[config.mk]
export PLATFORM = sky130hd
export DESIGN_NAME = mdu_seq_ctrl
export DESIGN_NICKNAME = d
export VERILOG_FILES = /design/src/rtl/mdu_seq_ctrl.sv
export SDC_FILE = /design/constraint.sdc
export NUM_CORES = 1
export LEC_CHECK = 0
export BUFFER_PORTS_ARGS = -buffer_cell sky130_fd_sc_hd__clkbuf_2
export CAP_MARGIN = 5
export CORE_MARGIN = 2
export CORE_UTILIZATION = 40
export DETAILED_ROUTE_END_ITERATION = 7
export PLACE_DENSITY = 0.81
export SYNTH_ARGS = -nofsm -noshare
export SYNTH_HDL_FRONTEND = slang
export SYNTH_SLANG_ARGS = --single-unit
export TNS_END_PERCENT = 30
[constraint.sdc]
create_clock -name clk -period 2.05 [get_ports clk]
set_input_delay 0.1025 -clock clk [delete_from_list [all_inputs] [get_ports clk]]
set_output_delay 0.1025 -clock clk [all_outputs]
set_load 0.005 [all_outputs]
[src/rtl/mdu_seq_ctrl.sv]
// Sequencer for the multi-cycle multiply/divide unit in the E stage: qualifies launches,
// runs the busy window, flags the HI/LO commit edge and raises the D-stage MD hazard stall.
module mdu_seq_ctrl #(
    parameter int MULT_CYCLES = 5,
    parameter int DIV_CYCLES  = 10,
    parameter int CNT_W       = 4
) (
    input  logic             clk,
    input  logic             reset,
    input  logic             Req,
    input  logic             E_adv,
    input  logic [4:0]       E_ExcCode,
    input  logic             E_MDU_start,
    input  logic [2:0]       E_MDU_op,
    input  logic             D_MDU_use,
    output logic             MDU_launch,
    output logic             MDU_mt_we,
    output logic             MDU_busy,
    output logic             MDU_commit,
    output logic [2:0]       MDU_op_lat,
    output logic [CNT_W-1:0] MDU_cnt,
    output logic             MDU_stall
);

    localparam logic [CNT_W-1:0] MULT_LD = CNT_W'(MULT_CYCLES);
    localparam logic [CNT_W-1:0] DIV_LD  = CNT_W'(DIV_CYCLES);
    localparam logic [CNT_W-1:0] CNT_ONE = CNT_W'(1);
    localparam logic [CNT_W-1:0] CNT_ZRO = CNT_W'(0);

    typedef enum logic [0:0] {
        IDLE = 1'b0,
        RUN  = 1'b1
    } state_t;

    state_t           state_r, state_n;
    logic [CNT_W-1:0] cnt_r, cnt_n;
    logic [2:0]       op_r, op_n;
    logic             ok_s, is_mult_s, is_div_s, is_mt_s;
    logic             launch_s, mt_we_s, commit_s, busy_s;

    // Flushed (Req), excepting or non-advancing instructions never reach the MDU.
    assign ok_s      = E_MDU_start & E_adv & ~Req & (E_ExcCode == 5'd0);
    assign is_mult_s = (E_MDU_op == 3'd1) | (E_MDU_op == 3'd2);
    assign is_div_s  = (E_MDU_op == 3'd3) | (E_MDU_op == 3'd4);
    assign is_mt_s   = (E_MDU_op == 3'd5) | (E_MDU_op == 3'd6);

    // State, counter and latched-op registers; reset abandons any in-flight op.
    always_ff @(posedge clk or negedge reset) begin
        if (!reset) begin
            state_r <= IDLE;
            cnt_r   <= CNT_ZRO;
            op_r    <= 3'd0;
        end else begin
            state_r <= state_n;
            cnt_r   <= cnt_n;
            op_r    <= op_n;
        end
    end

    // Next-state logic and the combinational strobes; strobes are held low during reset.
    always_comb begin
        state_n  = state_r;
        cnt_n    = cnt_r;
        op_n     = op_r;
        launch_s = 1'b0;
        mt_we_s  = 1'b0;
        commit_s = 1'b0;
        case (state_r)
            IDLE: begin
                if (reset && ok_s && (is_mult_s || is_div_s)) begin
                    launch_s = 1'b1;
                    state_n  = RUN;
                    cnt_n    = is_mult_s ? MULT_LD : DIV_LD;
                    op_n     = E_MDU_op;
                end else if (reset && ok_s && is_mt_s) begin
                    mt_we_s = 1'b1;
                end else begin
                    state_n = IDLE;
                end
            end
            RUN: begin
                // Start requests while running are ignored; the stall keeps them out of E.
                if (cnt_r == CNT_ONE) begin
                    commit_s = reset;
                    state_n  = IDLE;
                    cnt_n    = CNT_ZRO;
                end else if (cnt_r != CNT_ZRO) begin
                    cnt_n = cnt_r - CNT_ONE;
                end else begin
                    state_n = IDLE;
                end
            end
            default: begin
                state_n = IDLE;
                cnt_n   = CNT_ZRO;
            end
        endcase
    end

    assign busy_s     = (state_r == RUN);
    assign MDU_busy   = busy_s;
    assign MDU_cnt    = cnt_r;
    assign MDU_op_lat = op_r;
    assign MDU_launch = launch_s;
    assign MDU_mt_we  = mt_we_s;
    assign MDU_commit = commit_s;
    // Busy is already low in the cycle after commit, so a following mf* reads fresh HI/LO.
    assign MDU_stall  = D_MDU_use & (launch_s | busy_s);

endmodule

---- After elaboration in Yosys (flattened, before gate mapping) ----
Index checks and enable logic that the tools add are counted.
cells by class
  add/sub/neg operators ................... 1
  bitwise logic cells ..................... 10
  reduce and logical (&&, ||, !) cells .... 8
  muxes and demuxes ....................... 15
  equal/unequal tests ..................... 9
operators by type and width
  cell                                                                number
  4-bit two-way mux                                                   4
  3-bit == test, second input constant                                3
  1-bit two-way mux                                                   9
  4-bit case mux with 2 select lines                                  1
  3-bit by 2-bit == test with 1-bit output, second input constant     2
  5-bit logical NOT                                                   1
  1-bit AND                                                           4
  4-bit by 1-bit == test with 1-bit output, second input constant     1
  1-bit OR                                                            4
  2-bit AND reduction                                                 2
  4-bit nonzero test                                                  1
  4-bit by 1-bit subtractor with 4-bit output, second input constant  1
  3-bit by 1-bit == test with 1-bit output, second input constant     1
  1-bit logical AND                                                   3
  3-bit by 1-bit != test with 1-bit output, second input constant     1
  2-bit != test, second input constant                                1
  1-bit inverter                                                      2
  1-bit case mux with 2 select lines                                  1
  1-bit logical OR                                                    1
word-level totals
  word-level logic and storage cells ...... 46
  bits of input ports ..................... 14
  bits in registers ....................... 8

---- Logic depth before layout (Yosys ltp) ----
  depth after elaboration ................. 9
  gate-level depth with buffers ........... 6
  depth with buffers taken out ............ 6

---- Least setup slack after synthesis ----
No wires, ideal clock.
  path kind ............................... register to register
  start ................................... register cnt_r[0], in the netlist MDU_cnt[0]
  end ..................................... register cnt_r[1], in the netlist MDU_cnt[1]
  slack ................................... 430 ps
  data arrival time ....................... 1499 ps
  period minus slack after synthesis ...... 1620 ps
  buffers on the path ..................... 0
  required time ........................... 1930 ps
  cell stages (with the launch flop) ...... 7
  cell sequence ........................... dfrtp_1 -> inv_1 -> ha_1 -> nand2_1 -> or4_1 -> a21boi_1 -> o211a_1
between the ends
  cells in the longest elaborated chain, start to end .. 4
  elaborated cells on any way between the ends .. 8
  classes of those cells .................. add/sub (1); eq/ne (2); mux (3); reduce/logical (2)
RTL lines
  element                                      RTL line  RTL
  start, declared                              36        logic [CNT_W-1:0] cnt_r, cnt_n;
  start signal, assigned                       55        cnt_r <= cnt_n;
  4-bit by 1-bit subtractor with 4-bit output  88        cnt_n = cnt_r - CNT_ONE;
  4-bit two-way mux                            87        end else if (cnt_r != CNT_ZRO) begin
  4-bit two-way mux                            83        if (cnt_r == CNT_ONE) begin
  4-bit case mux with 2 select lines           68        case (state_r)
Parallel ways exist; a longest one is shown, timed or not. The select of a mux whose other input is x is not followed.
A chain may end at the register's enable or synchronous reset.

---- Final worst setup path ----
  start ................................... register cnt_r[1], in the netlist MDU_cnt[1]
  end ..................................... register cnt_r[1], in the netlist MDU_cnt[1]
Same word-level chain as after synthesis.

==> metrics.md <==
| Metric | Value |
|---|---|
| Result of the run | `finished clean` |
| Share of the core filled with cells | `a little under three fifths` |
| Synth Area per Inst | `9.56 um^2` |
| Setup fix buffers added after clock tree synthesis | `0` |
| Fraction of registers with async set/reset | `100%` |
| Crit path cell chain | `inv_1, ha_1, or4_1, a21boi_1, o211a_1` |
| Setup crit end | `MDU_cnt[1]$_DFFE_PN0P_` |
| Longest Clk Path Bufs | `2` |
| Path depth of the worst reg2reg path | `5` |
| Worst slack at placement | `0.372 ns` |
| Wire length per cell | `about 12 um` |
| Total GRT Usage | `19.5%` |
| Worst Skew | `approximately 0.0057 ns` |
| Total area of multi-input combinational cells | `335 um^2` |
| Overall die area | `0.00170 mm^2` |
| Reg2Reg Launch Point | `MDU_cnt[1]$_DFFE_PN0P_` |
| Post-synthesis net count | `74` |
| Row count | `13` |
| Least setup slack across all paths after layout | `around 0.34 ns` |
| Via count of the first global-routing pass | `between 400 and 500` |
| Fillers | `129` |
| Static leakage power | `around 0.38 nW` |
| Final critical delay including setup and external delays | `~1.7 ns` |
| Global-route wire length before repair | `slightly above 2 mm` |
| Worst hold-check path type | `input port to flop` |
| Gp weighted congestion | `0.817` |
| Maximum number of pins on one net before global-route repair | `13` |
| Relative slew slack | `about three quarters` |
| Die Span X | `a little over 40 um` |
| Core area | `between 0.001 and 0.0015 mm^2` |
| Cell count after synthesis | `58` |
| Required time at the worst-slack endpoint | `about 2.2 ns` |
| Post-synthesis adder-cell area fraction | `approximately 4.5%` |
| Setup TNS after final layout | `0 ns` |
| Setup-violating endpoint count in the final report | `0` |
| XOR/XNOR Fraction of Synth Area | `approximately 1.6%` |
| Share of the clock period used by the worst path | `83.6%` |
| CTS buffer count | `3` |
| Fraction of post-synthesis cell area in the top cell type by area | `between 30% and 40%` |
| Seq/Total Area, Yosys | `36.1%` |
| Violation count after the first detailed-routing iteration | `11` |
| Worst IR drop on VDD | `about 0.52 mV` |
| Pin slew with the least headroom to its limit | `between 0.3 and 0.4 ns` |
| Port Buffers | `25` |
| Final routed wirelength across all metal layers | `1.28 mm` |
| Register-to-register setup slack | `0.34 ns` |
| Fmax | `0.584 GHz` |
| Mux cell area share after synthesis | `7.90%` |
| Crit path max fanout | `4` |
| Post-route worst hold slack | `0.145 ns` |
| Total power divided by cell area | `between 700 and 800 mW/mm^2` |
| DR vias/cell | `between 5 and 6` |
| Instance area at placement | `706 um^2` |
| Relative area change from synthesis to final layout | `33.2%` |
| Number of synthesis warnings | `0` |
| Critical Path Source | `MDU_cnt[1]$_DFFE_PN0P_` |
| Total number of H-tree levels | `1` |
| Worst-Skew Late Latency | `about 0.26 ns` |
| #FFs+latches synth | `8` |
| Number of antenna violations at the first check in global routing | `0` |
| Standard cell with the maximum stage delay on the critical path | `sky130_fd_sc_hd__or4_1` |
| Drt pass-1 iters | `3` |
| Count of boundary I/O pins | `26` |
| Post-synthesis cell type count | `30` |
| Synthesized-area fraction occupied by and/or/nand/nor cells | `33.4%` |
| Final antenna diode count | `0` |
| Area of all placed cells without fillers | `738 um^2` |
| Clock Sink Count | `8` |
| Area used by sequential logic in the layout | `200 um^2` |
| Final Hold Vio Count | `0` |
| Overall via count from detail_route | `547` |
| Placed cell count | `99` |
| Total gr overflow | `0` |
| Synthesized cell area | `554 um^2` |
| Clock root buffer | `sky130_fd_sc_hd__clkbuf_4` |
| Combinational family with the most area after synthesis | `simple AND/OR/NAND/NOR gates` |
| Synth area leaders | `sky130_fd_sc_hd__dfrtp_1 (36%), sky130_fd_sc_hd__mux2_2 (6.1%), sky130_fd_sc_hd__ha_1 (4.5%)` |
| Critical Path Start Type | `flop` |
| Die Span Y | `~41 um` |
| Max-slew violation count | `0` |
| Share of the synthesized area in compound gates (AO/OA/AOI/OAI) | `a little over an eighth` |
| Register clock-pin slew on the reported worst setup and hold paths | `0.06 ns` |
| Type of the worst setup path | `flop to flop` |
| CTS tree | `done` |
| Non-filler cells in the finished layout | `103` |
| Setup repair after global routing missed its margin | `false` |
| Library cell occupying the most area in the post-synthesis netlist | `sky130_fd_sc_hd__dfrtp_1` |
| Reg-to-reg endpoint | `MDU_cnt[1]$_DFFE_PN0P_` |
| Count of nets after finishing | `106` |
| Top FF cell, synth | `sky130_fd_sc_hd__dfrtp_1` |
| Number of flops mapped to enable cells by yosys | `0` |
| Delay of the slowest critical-path stage | `0.52 ns` |
| Starting density of the core | `a little over two fifths` |
| Drt drc | `0` |
| Sort of element at the end of the critical path | `flop` |
| Max-capacitance violation count | `0` |
| HPWL after DPL | `1.03 mm` |
| Overall Power | `0.587 mW` |
| Worst endpoint data arrival time | `around 1.9 ns` |
| Number of nets still failing antenna checks after routing | `0` |
| Fraction of layout instances using a drive strength above 1 | `a little under half` |
==> what timing repair did <==
action,4_1_cts,5_1_grt
hold buffers,1,0
gates resized for setup,0,0
endpoints found under the hold margin,8,0
==> report_power, final <==
| group | switching [mW] | leakage (nW) | internal [mW] |
|---|---|---|---|
| clock | 0.0578 | 0.0138 | 0.0673 |
| combinational | 0.116 | 0.254 | 0.111 |
| sequential | 0.0457 | 0.108 | 0.190 |
==> cell families after synthesis <==
family / after synthesis
muxes: 4
DFF: 8
xor gates and xnor gates: 1
AOI/OAI and AO/OA: 9
buffers and inverters: 4
adders and majority gates: 2
and+or+nand+nor: 30
==> worst max-delay path, delay by kind of cell, from the launching register on <==
kind            cells  cell delay, ns
fa+ha+maj           1            0.23
flops               1            0.39
compound gates      2            0.39
simple gates        1            0.52
buf+inv             1            0.08
==> layout make-up <==
type	instances	share of cell area, %
Multi-Input combinational cell	46	45.4
Tap cell	15	2.54
Timing Repair Buffer	28	20.3
Sequential cell	8	27.1
Inverter	3	1.53
Clock buffer	3	3.05
==> per-layer routing <==
metal	global-route usage (%)	share of wire, %
met5	0	0
met1	24.8	47
met3	4.89	3.6
met2	29.3	48
met4	12.1	1.9
==> worst min-delay path by stage <==
stage	end	slack, ns	cells after the start	from
detailed placement	MDU_cnt[3]$_DFFE_PN0P_	0.05	2	reset
CTS	MDU_op_lat[2]$_DFFE_PN0P_	0.14	2	E_MDU_op[2]
floorplan	MDU_busy$_DFF_PN0_	-0.19	0	reset
global route	MDU_op_lat[2]$_DFFE_PN0P_	0.16	2	E_MDU_op[2]
global placement	MDU_cnt[1]$_DFFE_PN0P_	0.05	2	reset
finish	MDU_op_lat[2]$_DFFE_PN0P_	0.15	2	E_MDU_op[2]
==> placed cells by master, fill, tap and decap left out <==
master,count
sky130_fd_sc_hd__o21ba_2,1
sky130_fd_sc_hd__nand2_1,5
sky130_fd_sc_hd__dlygate4sd3_1,1
sky130_fd_sc_hd__nor4_1,2
sky130_fd_sc_hd__and3_1,1
sky130_fd_sc_hd__o211a_1,1
sky130_fd_sc_hd__nor3b_2,1
sky130_fd_sc_hd__o22ai_1,1
sky130_fd_sc_hd__or2_2,1
sky130_fd_sc_hd__xnor2_1,1
sky130_fd_sc_hd__and2_2,1
sky130_fd_sc_hd__clkbuf_4,3
sky130_fd_sc_hd__mux2_2,3
sky130_fd_sc_hd__or3_1,2
sky130_fd_sc_hd__o2111ai_2,1
sky130_fd_sc_hd__o211ai_1,1
sky130_fd_sc_hd__nor2_1,5
sky130_fd_sc_hd__nor2b_1,1
sky130_fd_sc_hd__mux2i_1,1
sky130_fd_sc_hd__clkbuf_2,25
sky130_fd_sc_hd__or4_1,1
sky130_fd_sc_hd__dfrtp_1,8
sky130_fd_sc_hd__ha_1,2
sky130_fd_sc_hd__or3_4,1
sky130_fd_sc_hd__nand3_1,4
sky130_fd_sc_hd__nor3_1,3
sky130_fd_sc_hd__nor4_4,1
sky130_fd_sc_hd__a21boi_1,1
sky130_fd_sc_hd__a31oi_1,1
sky130_fd_sc_hd__nand4b_1,1
sky130_fd_sc_hd__a21oi_1,2
sky130_fd_sc_hd__buf_4,2
sky130_fd_sc_hd__inv_1,3
==> synth_stat cells, types with 2 or more instances <==
cell,n
sky130_fd_sc_hd__ha_1,2
sky130_fd_sc_hd__inv_1,3
sky130_fd_sc_hd__or3_1,2
sky130_fd_sc_hd__mux2_2,3
sky130_fd_sc_hd__nand2_1,5
sky130_fd_sc_hd__nor2_1,5
sky130_fd_sc_hd__nor3_1,3
sky130_fd_sc_hd__a21oi_1,2
sky130_fd_sc_hd__dfrtp_1,8
sky130_fd_sc_hd__nand3_1,4
sky130_fd_sc_hd__nor4_1,2
==> flip-flops by register name (all words and copies together), names as in the netlist <==
signal and cells:
MDU_op_lat 3, MDU_cnt 4, MDU_busy 1
Note: power is estimated with default switching activity, not from simulation.
